<file path="src/rtl/tta_regfile_p_if.sv">
// rtl/tta_regfile_p_if.sv - move/branch instruction bus and PC/stall returns of the TTA register file
interface tta_regfile_p_if #(
  parameter int DATA_W = 16,
  parameter int ADDR_W = 6
);
  logic [ADDR_W-1:0] i_src;
  logic [ADDR_W-1:0] i_dst;
  logic              i_lw;
  logic [DATA_W-1:0] i_imm;
  logic              i_j;
  logic              i_br;
  logic              i_br_sel;
  logic              i_br_inv;
  logic [DATA_W-1:0] o_pc;
  logic              o_stall;

  modport master (
    output i_src, i_dst, i_lw, i_imm, i_j, i_br, i_br_sel, i_br_inv,
    input  o_pc, o_stall
  );

  modport slave (
    input  i_src, i_dst, i_lw, i_imm, i_j, i_br, i_br_sel, i_br_inv,
    output o_pc, o_stall
  );
endinterface

</file>
<file path="src/rtl/tta_regfile_p.sv">
// rtl/tta_regfile_p.sv - move-triggered register file with function units, GPRs and an iterative multiplier
module tta_regfile_p #(
  parameter int DATA_W = 16,
  parameter int ADDR_W = 6
) (
  input logic           i_clk,
  input logic           i_rst,
  tta_regfile_p_if.slave bus
);
  localparam int NREG  = 2 ** ADDR_W;
  localparam int CNT_W = $clog2(DATA_W + 1);

  localparam logic [ADDR_W-1:0] A_PC     = ADDR_W'(0);
  localparam logic [ADDR_W-1:0] A_RES_HI = ADDR_W'(9);
  localparam logic [ADDR_W-1:0] A_MUL_R  = ADDR_W'(10);
  localparam logic [ADDR_W-1:0] A_BUSY   = ADDR_W'(11);
  localparam logic [ADDR_W-1:0] A_OPR_LO = ADDR_W'(14);
  localparam logic [ADDR_W-1:0] A_MUL_A  = ADDR_W'(31);
  localparam logic [ADDR_W-1:0] A_MUL_B  = ADDR_W'(32);
  localparam logic [ADDR_W-1:0] A_GPR_LO = ADDR_W'(40);

  typedef enum logic {S_IDLE, S_RUN} mul_state_e;

  logic [DATA_W-1:0] pc_q, pc_d;
  logic [DATA_W-1:0] res_q [1:9];
  logic [DATA_W-1:0] res_d [1:9];
  logic [DATA_W-1:0] opr_q [14:32];
  logic [DATA_W-1:0] opr_d [14:32];
  logic [DATA_W-1:0] gpr_q [40:NREG-1];
  logic [DATA_W-1:0] gpr_d [40:NREG-1];
  logic [DATA_W-1:0] mul_r_q, mul_r_d;
  logic [DATA_W-1:0] mcand_q, mcand_d;
  logic [DATA_W-1:0] mplier_q, mplier_d;
  logic [DATA_W-1:0] acc_q, acc_d;
  logic [CNT_W-1:0]  cnt_q, cnt_d;
  mul_state_e        state_q, state_d;

  logic [DATA_W-1:0] src_rd, mv_data, acc_nx;
  logic              run, stall, cond, wr_opr, wr_gpr;

  // Function-unit results are registered copies of the current operands.
  always_comb begin
    res_d[1] = DATA_W'(opr_q[14] == opr_q[15]);
    res_d[2] = DATA_W'(opr_q[16] > opr_q[17]);
    res_d[3] = opr_q[18] + opr_q[19];
    res_d[4] = opr_q[20] - opr_q[21];
    res_d[5] = opr_q[22] | opr_q[23];
    res_d[6] = opr_q[24] & opr_q[25];
    res_d[7] = ~opr_q[26];
    res_d[8] = opr_q[27] << opr_q[28];
    res_d[9] = opr_q[29] >> opr_q[30];
  end

  always_comb begin
    src_rd = '0;
    if (bus.i_src == A_PC)                                 src_rd = pc_q;
    else if (bus.i_src <= A_RES_HI)                        src_rd = res_q[bus.i_src];
    else if (bus.i_src == A_MUL_R)                         src_rd = mul_r_q;
    else if (bus.i_src == A_BUSY)                          src_rd = DATA_W'(state_q == S_RUN);
    else if (bus.i_src >= A_OPR_LO && bus.i_src <= A_MUL_B) src_rd = opr_q[bus.i_src];
    else if (bus.i_src >= A_GPR_LO)                        src_rd = gpr_q[bus.i_src];
  end

  always_comb begin
    run     = (state_q == S_RUN);
    stall   = run && ((bus.i_src == A_MUL_R && !bus.i_lw) ||
                      bus.i_dst == A_MUL_A || bus.i_dst == A_MUL_B);
    mv_data = bus.i_lw ? bus.i_imm : src_rd;
    wr_opr  = !stall && bus.i_dst >= A_OPR_LO && bus.i_dst <= A_MUL_B;
    wr_gpr  = !stall && bus.i_dst >= A_GPR_LO;
    opr_d   = opr_q;
    gpr_d   = gpr_q;
    if (wr_opr) opr_d[bus.i_dst] = mv_data;
    if (wr_gpr) gpr_d[bus.i_dst] = mv_data;

    cond = (bus.i_br_sel ? res_q[1][0] : res_q[2][0]) ^ bus.i_br_inv;
    pc_d = pc_q;
    if (!stall) begin
      if (bus.i_j)              pc_d = bus.i_imm;
      else if (bus.i_br && cond) pc_d = bus.i_imm;
      else                      pc_d = pc_q + DATA_W'(1);
    end
  end

  // Shift-add multiplier: one multiplier bit per RUN cycle, LSB first.
  always_comb begin
    state_d  = state_q;
    cnt_d    = cnt_q;
    acc_d    = acc_q;
    mcand_d  = mcand_q;
    mplier_d = mplier_q;
    mul_r_d  = mul_r_q;
    acc_nx   = mplier_q[0] ? acc_q + mcand_q : acc_q;
    case (state_q)
      S_IDLE: begin
        if (wr_opr && bus.i_dst == A_MUL_B) begin
          state_d  = S_RUN;
          mcand_d  = opr_q[31];
          mplier_d = mv_data;
          acc_d    = '0;
          cnt_d    = CNT_W'(DATA_W);
        end
      end
      S_RUN: begin
        acc_d    = acc_nx;
        mcand_d  = mcand_q << 1;
        mplier_d = mplier_q >> 1;
        cnt_d    = cnt_q - CNT_W'(1);
        if (cnt_q == CNT_W'(1)) begin
          mul_r_d = acc_nx;
          state_d = S_IDLE;
        end
      end
      default: state_d = S_IDLE;
    endcase
  end

  always_ff @(posedge i_clk) begin
    if (i_rst) begin
      pc_q     <= '0;
      mul_r_q  <= '0;
      mcand_q  <= '0;
      mplier_q <= '0;
      acc_q    <= '0;
      cnt_q    <= '0;
      state_q  <= S_IDLE;
      for (int k = 1; k <= 9; k++)     res_q[k] <= '0;
      for (int k = 14; k <= 32; k++)   opr_q[k] <= '0;
      for (int k = 40; k < NREG; k++)  gpr_q[k] <= '0;
    end else begin
      pc_q     <= pc_d;
      mul_r_q  <= mul_r_d;
      mcand_q  <= mcand_d;
      mplier_q <= mplier_d;
      acc_q    <= acc_d;
      cnt_q    <= cnt_d;
      state_q  <= state_d;
      res_q    <= res_d;
      opr_q    <= opr_d;
      gpr_q    <= gpr_d;
    end
  end

  assign bus.o_pc    = pc_q;
  assign bus.o_stall = stall;
endmodule

</file>
<file path="src/flat_wrapper.sv">
// flat-port wrapper written by rule: the top's interface ports become plain ports
module tta_regfile_p_flat 
#(
  parameter int DATA_W = 16,
  parameter int ADDR_W = 6
)
  (i_clk, i_rst, bus_i_src, bus_i_dst, bus_i_lw, bus_i_imm, bus_i_j, bus_i_br, bus_i_br_sel, bus_i_br_inv, bus_o_pc, bus_o_stall);
  tta_regfile_p_if #(.DATA_W(DATA_W), .ADDR_W(ADDR_W)) bus_i ();
  input logic i_clk;
  input logic i_rst;
  input wire logic [$bits(bus_i.i_src)-1:0] bus_i_src;
  input wire logic [$bits(bus_i.i_dst)-1:0] bus_i_dst;
  input wire logic [$bits(bus_i.i_lw)-1:0] bus_i_lw;
  input wire logic [$bits(bus_i.i_imm)-1:0] bus_i_imm;
  input wire logic [$bits(bus_i.i_j)-1:0] bus_i_j;
  input wire logic [$bits(bus_i.i_br)-1:0] bus_i_br;
  input wire logic [$bits(bus_i.i_br_sel)-1:0] bus_i_br_sel;
  input wire logic [$bits(bus_i.i_br_inv)-1:0] bus_i_br_inv;
  output wire logic [$bits(bus_i.o_pc)-1:0] bus_o_pc;
  output wire logic [$bits(bus_i.o_stall)-1:0] bus_o_stall;
  assign bus_i.i_src = bus_i_src;
  assign bus_i.i_dst = bus_i_dst;
  assign bus_i.i_lw = bus_i_lw;
  assign bus_i.i_imm = bus_i_imm;
  assign bus_i.i_j = bus_i_j;
  assign bus_i.i_br = bus_i_br;
  assign bus_i.i_br_sel = bus_i_br_sel;
  assign bus_i.i_br_inv = bus_i_br_inv;
  assign bus_o_pc = bus_i.o_pc;
  assign bus_o_stall = bus_i.o_stall;
  tta_regfile_p #(.DATA_W(DATA_W), .ADDR_W(ADDR_W)) u_core (.i_clk(i_clk), .i_rst(i_rst), .bus(bus_i));
endmodule
</file>
<file path="config.mk">
export PLATFORM = sky130hd
export DESIGN_NAME = tta_regfile_p_flat
export DESIGN_NICKNAME = d
export VERILOG_FILES = /design/src/rtl/tta_regfile_p_if.sv /design/src/rtl/tta_regfile_p.sv /design/src/flat_wrapper.sv
export SDC_FILE = /design/constraint.sdc
export NUM_CORES = 2
export LEC_CHECK = 0
export BUFFER_PORTS_ARGS = -buffer_cell sky130_fd_sc_hd__buf_2
export CAP_MARGIN = 20
export CORE_ASPECT_RATIO = 1.5
export CORE_MARGIN = 8
export CORE_UTILIZATION = 60
export CTS_CLUSTER_DIAMETER = 60
export DETAILED_ROUTE_END_ITERATION = 7
export PLACE_DENSITY = 0.82
export SLEW_MARGIN = 25
export SYNTH_ARGS = -nofsm -noshare
export SYNTH_HDL_FRONTEND = slang
export SYNTH_SLANG_ARGS = --single-unit
</file>
<file path="constraint.sdc">
create_clock -name i_clk -period 5.7 [get_ports i_clk]
set_clock_uncertainty 0.2 [all_clocks]
set_input_delay 1.14 -clock i_clk [delete_from_list [all_inputs] [get_ports i_clk]]
set_output_delay 1.14 -clock i_clk [all_outputs]
set_load 0.02 [all_outputs]
</file>
==> flow_summary.ini <==
[run_status]
status = complete, but fails checks
failed_checks = DRC

[clocking]
cts_buffer_depth = 3
clkSinkCount = 888
cts_hold_buf = 0
cts_root_buffer = clkbuf_16
cts_tree = built
cts_htree_levels = 3
postCtsSetupBuffers = 0
cts_resized = 0
clock_latency_ns = 0.67
path_clk_slew_ns = 0.06
cts_buffers = 84

[power_and_ir_drop]
ir_worst_vdd_uv = 285
seq_power_share_pct = 47.2
p_switching_w = 0.00334
p_leak_nw = 16.3
comb_power_share_pct = 7.6
power_density_nw_per_um2 = 294
p_clk_share_pct = 45.2
swShare_pct = 24.9
p_int_w = 0.0101

[timing]
fin_crit_sh_pct = 79.3
worst_pin_slew_ns = 1.18
finalSetupViolations = 0
grt_setup_unrepaired = false
hold_viol = 0
relSlewSlack_pct = 21.2
drv_slew = 0
max_freq_mhz = 221
tns_ns = 0
final.min_clock_period_ns = 4.52

[critical_path]
ff2ff_path_depth = 12
critPathLaunch = bus_i_src[3]
cp.arrival_ns = 3.18
path_class = input port to output pin
cp_data_required_time_ns = 4.36
start_kind = input port
reg2reg_slack_ns = 2.22
reg2reg_from = u_core.opr_q[192]
cp_max_fo = 24
cp-end-kind = output pin

[die]
ios = 52
design.core.area_sq_um = 69100
die-area_sq_um = 78600
chipHeight_um = 339
placementRows = 118
initial_utilization_pct = 60.6
die_x_um = 232

[min_path]
hold-path-cell-count = 1
holdCritStartpoint = u_core.opr_q[102]
min_path_type = register to register

[global_routing]
grt_max_degree = 196
grt_overflow = 0
track_usage_pct = 35.0
antenna_found_initial = 13
grt_pass1_wl_mm = 216
grt_pass1_vias = 36300

[placed_design]
gp_congestion = 1.02
port_buffers = 51
placed_area_sq_um = 42700
dp_hpwl_mm = 94.1

[logic_synthesis]
synth_seq_area_share_pct = 42.5
synth_edf_count = 0
postSynthAreaPerCell_sq_um = 8.29
yosysWarnings = 0
syn_nets = 5152
ys_types = 78
synthCells = 5050
ys.flop_type = dfxtp_1
synthArstFlopShare_pct = 0
synthesis.area_sq_um = 41900
synth_seq_cells = 888

[finish]
area_growth_pct = 9.12
nets = 5019
fillers = 5520
drive_above_1_share_pct = 12.0
fin_area_sq_um = 45700

[detailed_routing]
drcViolationCount = 1
drtPass1Iterations = 8
wirelength_mm = 142
vias = 38400
avgViaCountPerCell = 6.51
first_iter_violations = 4766
wl_per_cell_um = 24.0
postRouteAntennaNets = 0

[run]
drv_cap = 0
cell type report:
cell class                      count  area [sq um]  area share, %
Tap cell                          900          1130           2.47
Inverter                           63           236          0.518
Clock inverter                     35           490           1.07
Antenna cell                        5          12.5         0.0274
Multi-Input combinational cell   3699         22100           48.3
Timing Repair Buffer              181          1490           3.26
Clock buffer                      119          2490           5.45
Sequential cell                   888         17800           38.9
flip-flops by register name (all words and copies together) (netlist names):
register	cells
u_core.acc_q	16
u_core.bus.o_pc	16
u_core.cnt_q	5
u_core.gpr_q	384
u_core.mcand_q	16
u_core.mplier_q	16
u_core.mul_r_q	16
u_core.opr_q	304
u_core.res_q	114
u_core.run	1
final timing paths:
kind / endpoint
worst max register to register: u_core.res_q[94]
worst max-delay path: bus_o_stall
worst min register to register: u_core.res_q[38]
worst min-delay path: u_core.res_q[38]
metal layers:
layer	track usage (%)	routed length, um	vias up	part of all wire (%)
met5	0	123	-	0.087
met4	27.0	12800	18	9.0
met3	7.95	14600	625	10
met2	54.9	64800	2392	46
met1	41.1	49200	18300	35
li1	-	-	17000	-
layout by cell type, fill, tap and decap left out, drive strengths merged, types with 86 or more instances in the layout:
cell,count
mux4,195
nand2,1018
nor3,330
a21oi,551
mux2i,87
buf,180
clkbuf,120
dfxtp,888
o21ai,86
nor2,856
worst max-delay path, stage by stage:
cell     delay, ns
buf_2         0.49
or4bb_1       0.55
nor4_1        0.35
o31ai_2       0.17
inv_1         0.17
buf_2         0.28
power by group through the flow:
stage | logic, W | clock network [W] | registers [W]
2_1_floorplan | 0.000665 | 0 | 0.00646
3_3_place_gp | 0.000975 | 0 | 0.00648
3_5_place_dp | 0.000984 | 0 | 0.00648
4_1_cts | 0.000989 | 0.00607 | 0.00634
5_1_grt | 0.00107 | 0.00632 | 0.00635
6_report | 0.00102 | 0.00607 | 0.00634
synthesized netlist by cell type (59+ instances only):
cell type     n  area share (%)
a21oi_1     551             6.6
buf_2       117             1.4
clkbuf_1    223             2.0
dfxtp_1     888              42
ha_1         64             1.9
inv_1        59            0.53
mux2i_1      87             2.1
mux4_2      195              10
nand2_1    1018             9.1
nor2_1      848             7.6
nor3_1      323             3.9
o21ai_0      86             1.0
cells by family (layout without fill, tap and decap cells):
kind of cell	count (synthesis)	in the layout	synth area share, %
muxes	316	316	13.5
DFF	888	888	42.5
other	0	5	0
adders and majority gates	67	67	2.06
buffers and inverters	463	398	4.95
and+or+nand+nor	2401	2401	24.0
xor gates and xnor gates	43	43	0.900
AOI/OAI and AO/OA	872	872	12.2
per-stage QoR:
| stage | utilization, % | total power, W | setup WS, ns | hold WS [ns] | instances |
|---|---|---|---|---|---|
| floorplan | - | 0.00713 | 1.58 | 0.209 | 5050 |
| global placement | 61.8 | 0.00745 | 0.657 | 0.222 | 5731 |
| detailed placement | 61.8 | 0.00746 | 0.644 | 0.227 | 5731 |
| CTS | 66.1 | 0.0134 | 1.27 | 0.234 | 5885 |
| global route | 66.1 | 0.0137 | 1.14 | 0.256 | 5885 |
| finish | 66.1 | 0.0134 | 1.18 | 0.238 | 5890 |
(Power assumes the default switching activity.)
